`src/rtl/img_frame_rx.sv`:
```
// img_frame_rx: parses byte frames of the form
//   A5 | len[7:0] len[15:8] len[23:16] len[31:24] | payload x len | checksum
// and forwards payload bytes to a frame buffer one cycle after acceptance.
// The checksum is the 8-bit sum of the length and payload bytes; the sync
// byte is not included. Payload bytes are forwarded before the checksum is
// known, so o_err on a checksum mismatch is advisory only.
module img_frame_rx #(
  parameter int D_BITS  = 8,
  parameter int N       = 400,
  parameter int TIMEOUT = 100000
) (
  input  logic              i_clk,
  input  logic              reset,
  input  logic [7:0]        rx_data,
  input  logic              rx_valid,
  output logic [D_BITS-1:0] o_data,
  output logic              o_valid,
  output logic [31:0]       bleng,
  output logic              o_done,
  output logic              o_err,
  output logic              o_busy
);

  typedef enum logic [1:0] {HUNT, LEN, PAYLOAD, CSUM} state_t;

  localparam logic [31:0] MAX_LEN  = 32'(N);
  localparam logic [31:0] TMO_LAST = 32'(TIMEOUT - 1);
  localparam logic [7:0]  SYNC     = 8'hA5;

  state_t      state;
  logic [1:0]  len_cnt;
  logic [31:0] len_reg;
  logic [31:0] pay_cnt;
  logic [31:0] tmo_cnt;
  logic [7:0]  acc;

  // Full length as it will be once the current (4th) length byte lands.
  logic [31:0] len_full;
  logic [7:0]  acc_next;
  assign len_full = {rx_data, len_reg[23:0]};
  assign acc_next = acc + rx_data;

  // Busy whenever a frame is being parsed.
  assign o_busy = (state != HUNT);

  // Frame parser, idle timeout and registered output strobes.
  always_ff @(posedge i_clk or negedge reset) begin
    if (!reset) begin
      state   <= HUNT;
      len_cnt <= 2'd0;
      len_reg <= 32'd0;
      pay_cnt <= 32'd0;
      tmo_cnt <= 32'd0;
      acc     <= 8'd0;
      o_data  <= '0;
      o_valid <= 1'b0;
      bleng   <= 32'd0;
      o_done  <= 1'b0;
      o_err   <= 1'b0;
    end else begin
      o_valid <= 1'b0;
      o_done  <= 1'b0;
      o_err   <= 1'b0;
      if (rx_valid) begin
        // A byte arriving on the expiry cycle wins over the timeout.
        tmo_cnt <= 32'd0;
        case (state)
          HUNT: begin
            if (rx_data == SYNC) begin
              state   <= LEN;
              len_cnt <= 2'd0;
              len_reg <= 32'd0;
              acc     <= 8'd0;
            end
          end
          LEN: begin
            len_reg[{len_cnt, 3'b000} +: 8] <= rx_data;
            acc     <= acc_next;
            len_cnt <= len_cnt + 2'd1;
            if (len_cnt == 2'd3) begin
              if (len_full == 32'd0 || len_full > MAX_LEN) begin
                // Bad header: bleng keeps the last good length.
                o_err <= 1'b1;
                state <= HUNT;
              end else begin
                bleng   <= len_full;
                pay_cnt <= 32'd0;
                state   <= PAYLOAD;
              end
            end
          end
          PAYLOAD: begin
            o_data  <= D_BITS'(rx_data);
            o_valid <= 1'b1;
            acc     <= acc_next;
            pay_cnt <= pay_cnt + 32'd1;
            if (pay_cnt == bleng - 32'd1) begin
              state <= CSUM;
            end
          end
          CSUM: begin
            if (rx_data == acc) begin
              o_done <= 1'b1;
            end else begin
              o_err <= 1'b1;
            end
            state <= HUNT;
          end
          default: state <= HUNT;
        endcase
      end else if (state != HUNT) begin
        if (tmo_cnt == TMO_LAST) begin
          o_err   <= 1'b1;
          state   <= HUNT;
          tmo_cnt <= 32'd0;
        end else begin
          tmo_cnt <= tmo_cnt + 32'd1;
        end
      end
    end
  end

endmodule

```
`config.mk`:
```
export PLATFORM = sky130hd
export DESIGN_NAME = img_frame_rx
export DESIGN_NICKNAME = d
export VERILOG_FILES = /design/src/rtl/img_frame_rx.sv
export SDC_FILE = /design/constraint.sdc
export NUM_CORES = 1
export LEC_CHECK = 0
export BUFFER_PORTS_ARGS = -buffer_cell sky130_fd_sc_hd__buf_2
export CORE_MARGIN = 2
export CORE_UTILIZATION = 50
export DETAILED_ROUTE_END_ITERATION = 10
export PLACE_DENSITY = 0.78
export SKIP_LAST_GASP = 1
export SYNTH_ARGS = -nofsm -noshare
export SYNTH_HDL_FRONTEND = slang
export SYNTH_SLANG_ARGS = --single-unit
export TNS_END_PERCENT = 5
```
`constraint.sdc`:
```
create_clock -name i_clk -period 4.9 [get_ports i_clk]
set_clock_uncertainty 0.1 [all_clocks]
set_input_delay 0.735 -clock i_clk [delete_from_list [all_inputs] [get_ports i_clk]]
set_output_delay 0.735 -clock i_clk [all_outputs]
set_load 0.1 [all_outputs]
```
==> results of run 1 <==
-- synth_stat cells (2+ instances only) --
cell type / number
nor2b_1: 28
o311ai_0: 2
o211a_1: 2
o21ai_0: 67
mux2_2: 12
o211ai_1: 5
nand3b_1: 5
o21a_1: 2
nor4b_1: 7
nor3b_1: 6
a21o_1: 3
or4_1: 12
ha_1: 18
nor4_1: 19
nor2_1: 74
or2_2: 6
or3_1: 12
o41ai_1: 3
xor2_1: 47
clkbuf_1: 26
a21oi_1: 14
nand3_1: 43
buf_6: 2
nand4_1: 24
mux2i_1: 3
and2_1: 3
a22o_1: 9
inv_1: 25
o21ai_1: 3
a221oi_1: 3
nor3_1: 17
nand2_1: 93
buf_2: 2
and3_1: 13
nand2b_1: 5
and4b_1: 2
a31oi_1: 7
nor4_4: 2
buf_1: 2
dfrtp_1: 143
or4_4: 2
and4_1: 8
nand4b_1: 2
o31ai_1: 6
xnor2_1: 38
-- stage by stage --
step	instances	hold WS, ps	total power (W)	cell area [µm²]	setup slack, ps
final	1118	304	0.00330	8990	1450
after global routing	1118	393	0.00347	8990	1070
after CTS	1118	349	0.00333	8990	1450
after detailed placement	1086	369	0.00198	8390	1140
after global placement	1086	358	0.00197	8390	1210
after floorplan	846	339	0.00181	7910	1290
-- critical path: stages, from the launching register on --
cell and delay, ps:
dfrtp_1 470, or4_4 640, nor4_1 620, mux2i_1 270
o32ai_1 120, nor4_1 260, nand4_1 260, or4_1 530
o211ai_1 100
-- cells by family (layout without fill, tap and decap cells) --
group	count (synthesis)	count (layout)	share of synthesized area
mux	15	15	0.0209
compound gates	139	139	0.110
buf+inv	57	118	0.0293
xor+xnor	85	85	0.0941
simple gates	388	388	0.262
flops	143	143	0.453
fa+ha+maj	19	19	0.0310
-- worst max path at each step --
stage / to / slack [ps]
4_1_cts: state[1] / 1450
5_1_grt: state[0] / 1070
2_1_floorplan: state[1] / 1290
6_report: state[1] / 1450
3_3_place_gp: pay_cnt[20] / 1210
3_5_place_dp: pay_cnt[20] / 1140
-- layout make-up --
class | instances | area [µm²] | area share
Clock buffer | 22 | 474 | 0.0527
Inverter | 25 | 93.8 | 0.0104
Timing Repair Buffer | 61 | 329 | 0.0366
Multi-Input combinational cell | 646 | 4120 | 0.458
Clock inverter | 10 | 134 | 0.0149
Tap cell | 211 | 264 | 0.0294
Sequential cell | 143 | 3580 | 0.398
-- report_power, final --
group          internal (W)  total (W)  leakage (nW)  switching (W)
logic              0.000212   0.000607          1.90       0.000395
registers           0.00127    0.00136          1.95      0.0000846
clock network      0.000839    0.00133         0.296       0.000491
total               0.00232    0.00330          4.14       0.000971
-- per-layer routing --
layer / share of wire / GRT usage / wire length, µm / vias up
met5: 0 / 0 / 0 / -
met3: 0.040 / 0.0451 / 704 / 20
li1: - / - / - / 3126
met4: 0.014 / 0.0746 / 254 / 0
met1: 0.47 / 0.303 / 8220 / 3129
met2: 0.48 / 0.369 / 8380 / 146
==> flow_metrics.env, run 1 <==
export IMPL_antenna_found_initial=0
export IMPL_cts_tree="done"
export IMPL_cts_root_buffer="clkbuf_16"
export IMPL_finalNetCount=924
export IMPL_syn_inst=846
export IMPL_drt_iter0_markers=434
export IMPL_required_ps=5140
export IMPL_hold_viol=0
export IMPL_grt_total_usage=0.226
export IMPL_crit_fanout=8
export IMPL_cts_sinks=143
export IMPL_die_w_um=130
export IMPL_synth_area_um2=7910
export IMPL_startpoint_type="flop"
export IMPL_final_cell_mix="143 x dfrtp_1, 93 x nand2_1, 74 x nor2_1"
export IMPL_syn_num_nets=876
export IMPL_hold_buffers=0
export IMPL_ys_types=64
export IMPL_core_area_um2=15300
export IMPL_finalWorstPathRequiredPeriod_ps=3450
export IMPL_vias=6421
export IMPL_r2r_end="state[1]"
export IMPL_synth_area_leader_cell="dfrtp_1"
export IMPL_ant_nets=0
export IMPL_ctsResizeCount=0
export IMPL_clk_insertion_delay_late_ps=420
export IMPL_grt_max_degree=103
export IMPL_ys_flop_type="dfrtp_1"
export IMPL_status="completed"
export IMPL_grt_pass1_vias=6207
export IMPL_drive_gt1_frac=0.133
export IMPL_ys_ff_latch=143
export IMPL_portBuffers=54
export IMPL_relSlewSlack=0.384
export IMPL_final_common_cell="dfrtp_1"
export IMPL_dieArea_um2=16800
export IMPL_vias_per_cell=5.74
export IMPL_async_flop_share=1.00
export IMPL_htree_levels=4
export IMPL_drv_cap=0
export IMPL_period_share=0.704
export IMPL_gp_congestion=0.883
export IMPL_cts_setup_buffers=0
export IMPL_wire_per_inst_um=15.7
export IMPL_irDropWorstVdd_mv=0.354
export IMPL_arrival_ps=3690
export IMPL_ioPinCount=55
export IMPL_drv_slew=0
export IMPL_yosysWarnings=0
export IMPL_drc_errors=0
export IMPL_power_density_nw_per_um2=366
export IMPL_fin_tns_setup_ps=0
export IMPL_initial_core_util=0.516
export IMPL_ys_seq_area_frac=0.453
export IMPL_worst_pin_slew_ps=925
export IMPL_reg_top3="bleng (32), pay_cnt (32), tmo_cnt (32)"
export IMPL_routed_wl_um=17600
export IMPL_rows=45
export IMPL_syn_mean_instance_area_um2=9.35
export IMPL_setup_viol=0
export IMPL_antenna_cells=0
export IMPL_clockBufferDepth=2
export IMPL_grt_overflow=0
export IMPL_synth_top_cell_area_share=0.453
export IMPL_endpoint_kind="flop"
export IMPL_max_freq_mhz=290
export IMPL_total_leakage_power_nw=4.14
export IMPL_rsz0062_at_grt="no"
export IMPL_grt_first_pass_wirelength_um=30200
export IMPL_critPathKind="reg2reg"
export IMPL_synth_edf_count=0
export IMPL_clk_pin_slew_worst_paths_ps=60
export IMPL_dp_hpwl_um=12300
export IMPL_worstRegToRegCells=8
export IMPL_r2r_start="bleng[4]"
export IMPL_synthToLayoutAreaGrowth_pct=13.7
export IMPL_fillers=1381
export IMPL_fp_dieH_um=130
export IMPL_netlist_top_cells_area="dfrtp_1 45%, xor2_1 5.2%, nand2_1 4.4%"
export IMPL_first_pass_iters=5
export IMPL_cts_buffers=17
export IMPL_crit_path_start="bleng[4]"
export IMPL_r2r_setup_slack_ps=1450
export IMPL_min_path_type="in2async"
export IMPL_utilization=0.587
No activity file was read; power rests on OpenSTA's default activity.
==> run 2, diff against run 1 <==
--- a/config.mk
+++ b/config.mk
@@ -9,7 +9,7 @@
 export CORE_MARGIN = 2
 export CORE_UTILIZATION = 50
 export DETAILED_ROUTE_END_ITERATION = 10
-export PLACE_DENSITY = 0.78
+export PLACE_DENSITY = 0.81
 export SKIP_LAST_GASP = 1
 export SYNTH_ARGS = -nofsm -noshare
 export SYNTH_HDL_FRONTEND = slang
==> constraint.sdc (replaced) <==
create_clock -name i_clk -period 2.94 [get_ports i_clk]
set_clock_uncertainty 0.1 [all_clocks]
set_input_delay 0.441 -clock i_clk [delete_from_list [all_inputs] [get_ports i_clk]]
set_output_delay 0.441 -clock i_clk [all_outputs]
set_load 0.1 [all_outputs]
==> run 2 against run 1 <==
Effect of this change:
- the run now ends with hold timing, setup timing left
- largest power group unchanged
- cell count rose by 5.6%
- die area did not move
- critical endpoint unchanged
- sequential share of layout area fell by 2.0 points
- setup slack got worse by 1600 ps
- critical path type unchanged
- highest routed layer unchanged
- first-iteration DRC count rose by 33%
==> flow_metrics.env, run 2 (synthesis results as in run 1) <==
export IMPL_status="finished, violations left"
export IMPL_failed_checks="hold timing, setup timing"
export IMPL_synthToLayoutAreaGrowth_pct=21.5
export IMPL_wl_met1_um=8460
export IMPL_initial_core_util=0.516
export IMPL_power_density_nw_per_um2=566
export IMPL_timing_hold_ws_ps=-42.1
export IMPL_htree_levels=4
export IMPL_drt_iter0_markers=578
export IMPL_grt_total_usage=0.236
export IMPL_finalNetCount=988
export IMPL_worst_slack_ps=-111
export IMPL_max_freq_mhz=328
export IMPL_reg_top3="bleng (32), pay_cnt (32), tmo_cnt (32)"
export IMPL_total_leakage_power_nw=4.42
export IMPL_final_common_cell="dfrtp_1"
export IMPL_drc_errors=0
export IMPL_drv_cap=0
export IMPL_comb_power_share=0.194
export IMPL_period_share=1.04
export IMPL_first_pass_iters=5
export IMPL_fin_tns_setup_ps=-176
export IMPL_finalWorstPathRequiredPeriod_ps=3050
export IMPL_r2r_start="bleng[15]"
export IMPL_crit_path_start="bleng[15]"
export IMPL_dieArea_um2=16800
export IMPL_met3_length_um=1020
export IMPL_wire_per_inst_um=15.9
export IMPL_relSlewSlack=0.385
export IMPL_final_cell_mix="121 x dfrtp_1, 93 x nand2_1, 74 x nor2_1"
export IMPL_ioPinCount=55
export IMPL_die_w_um=130
export IMPL_hold_viol=8
export IMPL_cts_tree="done"
export IMPL_gp_congestion=0.884
export IMPL_clockBufferDepth=2
export IMPL_drive_gt1_frac=0.226
export IMPL_grt_overflow=0
export IMPL_grt_first_pass_wirelength_um=31300
export IMPL_swShare=0.300
export IMPL_antenna_found_initial=0
export IMPL_antenna_cells=0
export IMPL_critPathKind="reg2reg"
export IMPL_worst_pin_slew_ps=916
export IMPL_required_ps=3180
export IMPL_rsz0062_at_grt="yes"
export IMPL_core_area_um2=15300
export IMPL_crit_fanout=5
export IMPL_endpoint_kind="flop"
export IMPL_ant_nets=0
export IMPL_fp_dieH_um=130
export IMPL_p_seq_frac=0.417
export IMPL_arrival_ps=3290
export IMPL_vias_per_cell=5.70
export IMPL_startpoint_type="flop"
export IMPL_cts_buffers=17
export IMPL_clk_insertion_delay_late_ps=420
export IMPL_p_switching_w=0.00163
export IMPL_min_path_type="in2async"
export IMPL_cts_sinks=143
export IMPL_internal_power_w=0.00380
export IMPL_hold_buffers=0
export IMPL_pwr_share_clk=0.389
export IMPL_grt_max_degree=88
export IMPL_dp_hpwl_um=13500
export IMPL_grt_pass1_vias=6472
export IMPL_routed_wl_um=18800
export IMPL_top_layer="met4"
export IMPL_irDropWorstVdd_mv=0.605
export IMPL_portBuffers=54
export IMPL_clk_pin_slew_worst_paths_ps=60
export IMPL_total_power_w=0.00543
export IMPL_wl_met2_um=8890
export IMPL_setup_viol=2
export IMPL_cts_root_buffer="clkbuf_16"
export IMPL_vias=6734
export IMPL_drv_slew=0
export IMPL_rows=45
==> run 2: cell count changes in the layout (fill, tap and decap cells not counted), moves of 2 or more <==
cell,delta
inv_1,-2
or4_4,+2
or4_1,-2
dfrtp_4,+8
nor4_1,-5
buf_4,+62
dfrtp_2,+14
buf_12,+2
nor4_2,+4
inv_4,+2
dfrtp_1,-22
==> run 2: worst max-delay path, stage by stage (launching register included) <==
cell	delay (ps)
dfrtp_4	470
or4_4	560
or2_2	330
buf_4	170
nor4_2	300
buf_4	180
and4b_1	220
o21ai_2	100
or4_1	420
o211ai_1	120
==> run 2: power groups by stage <==
| stage | sequential, W | clock (W) | combinational [W] |
|---|---|---|---|
| 6_report | 0.00226 | 0.00211 | 0.00106 |
| 5_1_grt | 0.00228 | 0.00224 | 0.00119 |
| 2_1_floorplan | 0.00227 | 0 | 0.000743 |
| 4_1_cts | 0.00226 | 0.00215 | 0.00106 |
| 3_3_place_gp | 0.00229 | 0 | 0.00102 |
| 3_5_place_dp | 0.00229 | 0 | 0.00105 |
==> run 2: final cells by class <==
type | instances | area, µm²
clock buffer | 22 | 464
sequential | 143 | 3630
tap | 211 | 264
clock inverter | 9 | 109
inverter | 25 | 98.8
fill | 1255 | 5710
multi-input combinational | 646 | 4210
timing repair buffer | 125 | 835
==> run 2: path summary, 6_finish.rpt <==
kind | end | cells past startpoint | slack [ps]
hold reg to reg | len_reg[22] | 2 | 380
max in group asynchronous | tmo_cnt[21] | 2 | 2030
setup / recovery | state[1] | 9 | -110
hold / removal | bleng[10] | 1 | -40
setup reg to reg | state[1] | 9 | -110
min in group i_clk | o_done | 3 | 270
==> run 2: layer usage <==
layer  vias to the layer above  GRT usage
li1                       3232          -
met1                      3262      0.313
met2                       202      0.379
met3                        38     0.0533
met4                         0     0.0917
met5                         -          0
==> run 2: what timing repair did <==
action / CTS / global route
setup buffers: 1 / 1
pin swaps: 1 / 4
resized for setup: 5 / 3
endpoints found under the setup margin: 2 / 3
==> run 2: through the flow <==
step | setup slack [ps] | area [µm²] | util | instances | hold WS [ps]
after global routing | -263 | 9600 | 0.627 | 1181 | 16.5
after floorplan | -88.6 | 8040 | - | 846 | 45.4
after detailed placement | -227 | 8990 | 0.587 | 1148 | 373
after global placement | -185 | 8990 | 0.587 | 1148 | 356
after CTS | -92.7 | 9590 | 0.626 | 1180 | 2.23
final | -111 | 9600 | 0.627 | 1181 | -42.1
==> run 3, diff against run 2 <==
--- a/config.mk
+++ b/config.mk
@@ -6,10 +6,13 @@
 export NUM_CORES = 1
 export LEC_CHECK = 0
 export BUFFER_PORTS_ARGS = -buffer_cell sky130_fd_sc_hd__buf_2
+export CELL_PAD_IN_SITES_DETAIL_PLACEMENT = 1
+export CELL_PAD_IN_SITES_GLOBAL_PLACEMENT = 2
+export CORE_ASPECT_RATIO = 2
 export CORE_MARGIN = 2
-export CORE_UTILIZATION = 50
+export CORE_UTILIZATION = 35
 export DETAILED_ROUTE_END_ITERATION = 10
-export PLACE_DENSITY = 0.81
+export PLACE_DENSITY = 0.86
 export SKIP_LAST_GASP = 1
 export SYNTH_ARGS = -nofsm -noshare
 export SYNTH_HDL_FRONTEND = slang
==> run 3 against run 2 <==
Effect of this change:
- the run ends with setup timing left
- core utilization decreased by 18 points
- via count up 2.1%
- design area rose by 2.9%
- sequential share of layout area decreased by 1.1 points
- routed wire length is 27% higher
- sequential cell count stayed put
- cell count up 7.6%
- hold slack improved by 270 ps
- die area up 42%
- setup slack worse by 130 ps
- largest power group unchanged
- register-to-register slack lost 130 ps
==> flow_metrics.env, run 3 (synthesis results as in run 1) <==
export IMPL_die_w_um=110
export IMPL_drc_errors=0
export IMPL_clockBufferDepth=2
export IMPL_clk_pin_slew_worst_paths_ps=70
export IMPL_cts_root_buffer="clkbuf_16"
export IMPL_wire_per_inst_um=18.7
export IMPL_failed_checks="setup timing"
export IMPL_drv_cap=0
export IMPL_final_area_um2=9880
export IMPL_first_pass_iters=4
export IMPL_finalNetCount=1012
export IMPL_worst_pin_slew_ps=896
export IMPL_endpoint_kind="flop"
export IMPL_worst_slack_ps=-241
export IMPL_drive_gt1_frac=0.246
export IMPL_grt_overflow=0
export IMPL_dp_slack_ps=-345
export IMPL_grt_first_pass_wirelength_um=39500
export IMPL_synthToLayoutAreaGrowth_pct=25.0
export IMPL_vias_per_cell=5.41
export IMPL_rsz0062_at_grt="yes"
export IMPL_htree_levels=4
export IMPL_relSlewSlack=0.399
export IMPL_portBuffers=54
export IMPL_ant_nets=0
export IMPL_period_share=1.08
export IMPL_cts_tree="done"
export IMPL_status="finished, violations left"
export IMPL_grt_max_degree=70
export IMPL_max_stage_delay_ps=610
export IMPL_grt_total_usage=0.215
export IMPL_irDropWorstVdd_mv=0.460
export IMPL_dpl_cell_area_um2=9270
export IMPL_cts_buffers=17
export IMPL_path_cells="or4_4 -> buf_4 -> nor2_1 -> nand4b_1 -> a2111oi_1 -> nand4_1 -> or4_1 -> o211ai_1"
export IMPL_hold_viol=0
export IMPL_vias=6876
export IMPL_final_common_cell="dfrtp_1"
export IMPL_gp_congestion=0.880
export IMPL_internal_power_w=0.00375
export IMPL_min_path_type="in2reg"
export IMPL_pwr_share_clk=0.385
export IMPL_critPathKind="reg2reg"
export IMPL_dp_hpwl_um=18100
export IMPL_startpoint_type="flop"
export IMPL_swShare=0.330
export IMPL_total_power_w=0.00560
export IMPL_clk_insertion_delay_late_ps=450
export IMPL_routed_wl_um=23800
export IMPL_power_density_nw_per_um2=567
export IMPL_initial_core_util=0.357
export IMPL_p_switching_w=0.00185
export IMPL_final_cell_mix="121 x dfrtp_1, 93 x nand2_1, 91 x buf_4"
export IMPL_cts_sinks=143
export IMPL_antenna_cells=0
export IMPL_crit_fanout=4
export IMPL_finalWorstPathRequiredPeriod_ps=3180
export IMPL_utilization=0.446
export IMPL_grt_pass1_vias=7586
export IMPL_required_ps=3200
export IMPL_core_area_um2=22200
export IMPL_total_leakage_power_nw=4.54
export IMPL_setup_viol=2
export IMPL_dieArea_um2=23900
export IMPL_max_freq_mhz=314
export IMPL_cpMaxStageDelayCell="or4_4"
export IMPL_arrival_ps=3440
export IMPL_antenna_found_initial=0
export IMPL_drt_iter0_markers=185
export IMPL_timing_hold_ws_ps=232
export IMPL_ioPinCount=55
export IMPL_fillers=2575
export IMPL_rows=77
export IMPL_fp_dieH_um=217
export IMPL_reg_top3="bleng (32), pay_cnt (32), tmo_cnt (32)"
export IMPL_comb_power_share=0.212
export IMPL_p_seq_frac=0.403
export IMPL_drv_slew=0
[run 3: cell count changes in the layout (fill, tap and decap cells not counted), moves of 2 or more]
cell / change
clkbuf_8: -2
inv_8: +3
clkbuf_1: -3
inv_6: +4
buf_4: +22
[run 3: area by class of cell]
class                   instances  area [µm²]  area share
multi-input cells             646        4210       0.426
inverters                      25        98.8      0.0100
flip-flops and latches        143        3630       0.367
repair buffers                149        1030       0.104
clock inverters                15         150      0.0152
clock buffers                  17         425      0.0431
well taps                     276         345      0.0349
[run 3: critical path: cells and delay by family, from the launching register on]
family	cells	cell delay, ps
AND/OR/NAND/NOR	5	1750
AO/OA/AOI/OAI	2	590
flip-flops	1	470
buffers and inverters	1	180
[run 3: metrics by stage]
| stage | setup TNS [ps] | instances |
|---|---|---|
| 2_1_floorplan | -462 | 846 |
| 3_3_place_gp | -1090 | 1238 |
| 3_5_place_dp | -2240 | 1238 |
| 4_1_cts | -371 | 1271 |
| 5_1_grt | -3910 | 1271 |
| 6_report | -406 | 1271 |
[run 3: metal layers]
metal,share of wire,GRT usage
met1,0.36,0.224
met2,0.58,0.410
met3,0.022,0.0361
met4,0.035,0.0854
met5,0,0
[run 3: power groups by stage]
stage	combinational, W	clock [W]	sequential [W]
final	0.00119	0.00215	0.00226
after global routing	0.00134	0.00228	0.00228
after CTS	0.00120	0.00220	0.00226
after detailed placement	0.00119	0	0.00229
after global placement	0.00115	0	0.00229
after floorplan	0.000743	0	0.00227
[run 3: repair_timing]
action,4_1_cts,5_1_grt
pin swaps,1,0
endpoints found under the hold margin,65,0
resized for setup,4,1
setup endpoints to repair,2,31
hold buffers,1,0
buffers inserted,0,0
[run 3: worst paths after layout]
path / depth (start not counted) / end / from / slack, ps
worst max-delay path: 8 / state[1] / bleng[7] / -240
worst min-delay path: 3 / o_done / rx_valid / 230
worst max register to register: 8 / state[1] / bleng[7] / -240
worst min register to register: 2 / len_reg[21] / len_reg[21] / 390
max in group asynchronous: 3 / tmo_cnt[25] / reset / 1450
min in group asynchronous: 2 / o_data[6] / reset / 480
